<file path="src/rtl/func_stage_pkg.sv">
// func_stage_pkg: shared state type and default sizing for the func pipeline stages
package func_stage_pkg;
    typedef enum logic [1:0] {IDLE, ACCUM, DONE} state_t;
    localparam int DATA_W_DEF = 8;
    localparam int ACC_W_DEF  = 10;
    localparam int COUNT_DEF  = 8;
    localparam int COUNT_MAX  = 255;
endpackage

</file>
<file path="src/rtl/func_acc_sat_add.sv">
// func_acc_sat_add: combinational saturating add of a zero-extended sample into an accumulator
module func_acc_sat_add #(
    parameter int DATA_W = 8,
    parameter int ACC_W  = 10
) (
    input  logic [ACC_W-1:0]  acc,
    input  logic [DATA_W-1:0] data,
    output logic [ACC_W-1:0]  sum,
    output logic              ovf
);
    logic [ACC_W:0] full;
    assign full = {1'b0, acc} + {{(ACC_W+1-DATA_W){1'b0}}, data};
    assign ovf  = full[ACC_W];
    assign sum  = ovf ? '1 : full[ACC_W-1:0];
endmodule

</file>
<file path="src/rtl/func_acc_stage.sv">
// func_acc_stage: sums COUNT handshaked samples into a saturating block sum with sticky overflow
module func_acc_stage
    import func_stage_pkg::*;
#(
    parameter int DATA_W = DATA_W_DEF,
    parameter int COUNT  = COUNT_DEF,
    parameter int ACC_W  = ACC_W_DEF
) (
    input  logic              clk,
    input  logic              rst_n,
    input  logic              in_valid,
    output logic              in_ready,
    input  logic [DATA_W-1:0] in_data,
    input  logic              clear,
    output logic              out_valid,
    input  logic              out_ready,
    output logic [ACC_W-1:0]  out_sum,
    output logic              out_overflow,
    output logic              busy,
    output logic [7:0]        sample_cnt
);
    localparam logic [7:0] LAST_M1 = 8'(COUNT - 1);
    state_t           state;
    logic [ACC_W-1:0] acc;
    logic [ACC_W-1:0] add_sum;
    logic             add_ovf;
    logic [7:0]       cnt;
    logic             ovf;
    logic             accept;
    func_acc_sat_add #(.DATA_W(DATA_W), .ACC_W(ACC_W)) u_add (
        .acc (acc),
        .data(in_data),
        .sum (add_sum),
        .ovf (add_ovf)
    );
    assign in_ready     = (state != DONE) & ~clear;
    assign accept       = in_valid & in_ready;
    // clear masks out_valid so a clear/out_ready collision never looks like a transfer
    assign out_valid    = (state == DONE) & ~clear;
    assign out_sum      = acc;
    assign out_overflow = ovf;
    assign busy         = state != IDLE;
    assign sample_cnt   = cnt;
    // acc and cnt are zero in IDLE, so the first sample shares the ACCUM add path
    always_ff @(posedge clk or negedge rst_n) begin
        if (!rst_n) begin
            state <= IDLE;
            acc   <= '0;
            cnt   <= '0;
            ovf   <= 1'b0;
        end else if (clear || (state == DONE && out_ready)) begin
            state <= IDLE;
            acc   <= '0;
            cnt   <= '0;
            ovf   <= 1'b0;
        end else if (accept) begin
            state <= (cnt == LAST_M1) ? DONE : ACCUM;
            acc   <= add_sum;
            cnt   <= cnt + 8'd1;
            ovf   <= ovf | add_ovf;
        end
    end
endmodule

</file>
<file path="config.mk">
export PLATFORM = sky130hd
export DESIGN_NAME = func_acc_stage
export DESIGN_NICKNAME = d
export VERILOG_FILES = /design/src/rtl/func_stage_pkg.sv /design/src/rtl/func_acc_sat_add.sv /design/src/rtl/func_acc_stage.sv
export SDC_FILE = /design/constraint.sdc
export NUM_CORES = 1
export LEC_CHECK = 0
export CORE_ASPECT_RATIO = 0.9
export CORE_UTILIZATION = 49
export CTS_CLUSTER_DIAMETER = 150
export DETAILED_ROUTE_END_ITERATION = 12
export PLACE_DENSITY_LB_ADDON = 0.1
export SYNTH_ARGS = -nofsm -noshare
export SYNTH_HDL_FRONTEND = slang
export SYNTH_SLANG_ARGS = --single-unit
</file>
<file path="constraint.sdc">
create_clock -name clk -period 2.1 [get_ports clk]
set_input_delay 0.42 -clock clk [delete_from_list [all_inputs] [get_ports clk]]
set_output_delay 0.42 -clock clk [all_outputs]
set_load 0.01 [all_outputs]
</file>
==> impl_results.md <==
- Net Count, Synth: 176
- Row Count: 18
- Pwr Total: 1.067 mW
- CP required: 2.35 ns
- Avg WL per Cell: 14.28 um
- Pwr dens: 541.2 nW/um2
- CTS Root Cell: clkbuf_4
- Crit path max fanout: 5
- Post-route ant nets: 0
- Synthesized area: 1404 um2
- Worst setup EP type: flip-flop
- Crit-path cells: clkdlybuf4s50_1 -> ha_1 -> buf_4 -> nand4_1 -> a21o_1 -> a21oi_4 -> buf_4 -> nand2_1 -> nand4_1
- Synth async-reset ratio: 1.000
- Fmax: 499.4 MHz
- Final #Nets: 229
- Post-synthesis register bit count: 21
- Arr. time, crit path: 2.25 ns
- Slowest cell on the critical path: clkdlybuf4s50_1
- Slowest stage delay, CP: 0.40 ns
- Vias in the first global route: 1310
- Synth Flop Type: dfrtp_1
- Fin Hold WS: 0.4292 ns
- Area grow syn2layout: 40.46%
- Initial Util: 0.5152
- Status: completed
- Placer Congestion: 0.8489
- Kind of critical path: input pin to flip-flop
- Io pins: 35
- Unique masters post-synth: 44
- P_leak: 0.9015 nW
- Max Root-Sink Buffers: 2
- Largest net degree at the start of global routing: 22
- Antenna cell count: 0
- Initial drt markers: 36
- I/O Buffers: 34
- Vias/cell: 5.453
- First-pass GRT wire length: 5.796 mm
- Layout cell share with drive strength beyond 1: 0.1854
- Clk slew on worst S/H paths: 0.12 ns
- Hold Vio Cnt, Final: 0
- HPWL after DPL: 2.707 mm
- Setup violations, final: 0
- Die area: 3083 um2
- Hold/Removal Path Class: input pin to async pin
- Die width: 58.42 um
- Slew HR: 0.7286
- CTS Hold Bufs: 0
- Cells after Synth: 153
- Worst-skew pair later-pin latency: 0.32 ns
- Die Y: 52.78 um
- CTS tree: built
- Max-Cap Viols: 0
- Drt drc: 0
- Overflow after GRT: 0
- Yosys warns: 0
- Tot GR Track Use: 0.2575
- Core Box Area: 2725 um2
- Yosys top cell area share: 0.3743
- # fillers: 206
- Min Tclk post-route: 2.002 ns
- Top cells by area, synth: dfrtp_1 (37%), ha_1 (8.0%), nand2_1 (7.5%)
- Unrepaired setup endpoints after global routing: true
- Syn_area_per_cell: 9.175 um2
- Number of synthesized flops with an enable pin: 0
- Slew @ Worst Pin: 0.4037 ns
- Antenna violations before repair: 0
- Final slew viol count: 0
- Post-synth top area cell: dfrtp_1
- Routed wire length: 3.499 mm
- Setup Buffers After CTS: 0
- Startpoint types: input pin
- Post-Route Skew: 0.01406 ns
- TritonRoute pass-1 iters: 4
- Via count: 1336
- Worst VDD drop: 361.0 uV
- Final Cycle Share: 0.9535
- Sequential share of the synthesized area: 0.3743
- Clk sink count: 21
- Num CTS Buffers: 3
- H-tree levels: 1
synth_stat cells (2+ instances only):
| cell type | n |
|---|---|
| buf_2 | 5 |
| a21oi_1 | 5 |
| a31oi_1 | 2 |
| and3_1 | 2 |
| xnor2_1 | 3 |
| nor2_1 | 12 |
| nand4_1 | 2 |
| inv_1 | 4 |
| or3_1 | 2 |
| nor4_2 | 2 |
| o21ai_0 | 9 |
| dfrtp_1 | 21 |
| xor2_1 | 3 |
| nor3b_1 | 2 |
| a21o_1 | 5 |
| nand3_1 | 8 |
| ha_1 | 9 |
| o21ai_1 | 4 |
| nand2_1 | 28 |
routing by layer:
metal / vias to the layer above / GRT usage / part of all wire
li1: 658 / - / -
met1: 639 / 0.3117 / 0.45
met2: 32 / 0.4406 / 0.49
met3: 7 / 0.04938 / 0.040
met4: 0 / 0.1230 / 0.020
met5: - / 0 / 0
cells in the final DEF (no fill, tap or decap), types with 2 or more instances in the layout:
cell type,count
clkdlybuf4s50_1,33
nand2_1,28
dfrtp_1,21
buf_4,18
nor2_1,12
o21ai_0,9
nand3_1,8
ha_1,8
a21oi_1,5
a21o_1,5
inv_1,4
o21ai_1,4
xnor2_1,3
xor2_1,3
clkbuf_4,3
and3_1,2
nand4_1,2
a31oi_1,2
nor3b_1,2
or3_1,2
nor4_2,2
sequential cells by signal, indices dropped and copies added, names as in the netlist:
register and flops:
state 2, sample_cnt 8, out_sum 10, out_overflow 1
power breakdown:
| group | internal (mW) | total (mW) | switching (mW) |
|---|---|---|---|
| Combinational | 0.213 | 0.410 | 0.197 |
| Sequential | 0.429 | 0.455 | 0.0261 |
| Clock | 0.0744 | 0.202 | 0.127 |
| Total | 0.717 | 1.07 | 0.350 |
stage by stage:
step | std cells | utilization | cell area [um2] | setup TNS (ns) | setup slack (ns)
floorplan | 153 | - | 1404 | 0 | 0.1787
global route | 245 | 0.7236 | 1972 | -0.01509 | -0.01509
detailed placement | 241 | 0.7062 | 1924 | -3.040 | -0.3539
global placement | 241 | 0.7062 | 1924 | -2.525 | -0.3119
finish | 245 | 0.7236 | 1972 | 0 | 0.09774
CTS | 245 | 0.7167 | 1953 | 0 | 0.02565
layout make-up:
| class | instances | area [um2] | area share |
|---|---|---|---|
| multi-input cells | 123 | 857.1 | 0.4346 |
| flip-flops and latches | 21 | 525.5 | 0.2665 |
| repair buffers | 53 | 498.0 | 0.2525 |
| well taps | 40 | 50.05 | 0.02538 |
| clock buffers | 4 | 26.28 | 0.01332 |
| inverters | 4 | 15.01 | 0.007614 |
cell families (layout without fill, tap and decap cells):
| group | count (synthesis) | after routing | synth area share |
|---|---|---|---|
| xor+xnor | 6 | 6 | 0.03744 |
| flops | 21 | 21 | 0.3743 |
| compound gates | 39 | 39 | 0.2193 |
| simple gates | 66 | 66 | 0.2308 |
| mux | 2 | 2 | 0.01515 |
| fa+ha+maj | 10 | 10 | 0.09448 |
| buf+inv | 9 | 61 | 0.02851 |
path summary, 6_finish.rpt:
path	start	endpoint	slack [ns]	cells after the start
max in group asynchronous	rst_n	out_sum[4]	1.43	2
min in group clk	out_sum[4]	out_sum[4]	0.51	2
setup / recovery	in_data[5]	out_sum[6]	0.1	9
hold / removal	rst_n	out_sum[0]	0.43	2
setup reg to reg	out_sum[5]	out_sum[6]	0.16	8
hold reg to reg	out_sum[4]	out_sum[4]	0.51	2
worst max-delay path, delay by kind of cell:
family | cells | cell delay, ns
AOI/OAI and AO/OA | 2 | 0.45
adders and majority gates | 1 | 0.36
buffers and inverters | 3 | 0.72
and+or+nand+nor | 3 | 0.28
repair_timing:
item,in CTS,in global routing
hold endpoints to repair,0,0
gates resized for setup,1,4
pin swaps,1,2
setup endpoints to repair,1,7
Power figures use the tool's default switching activity.
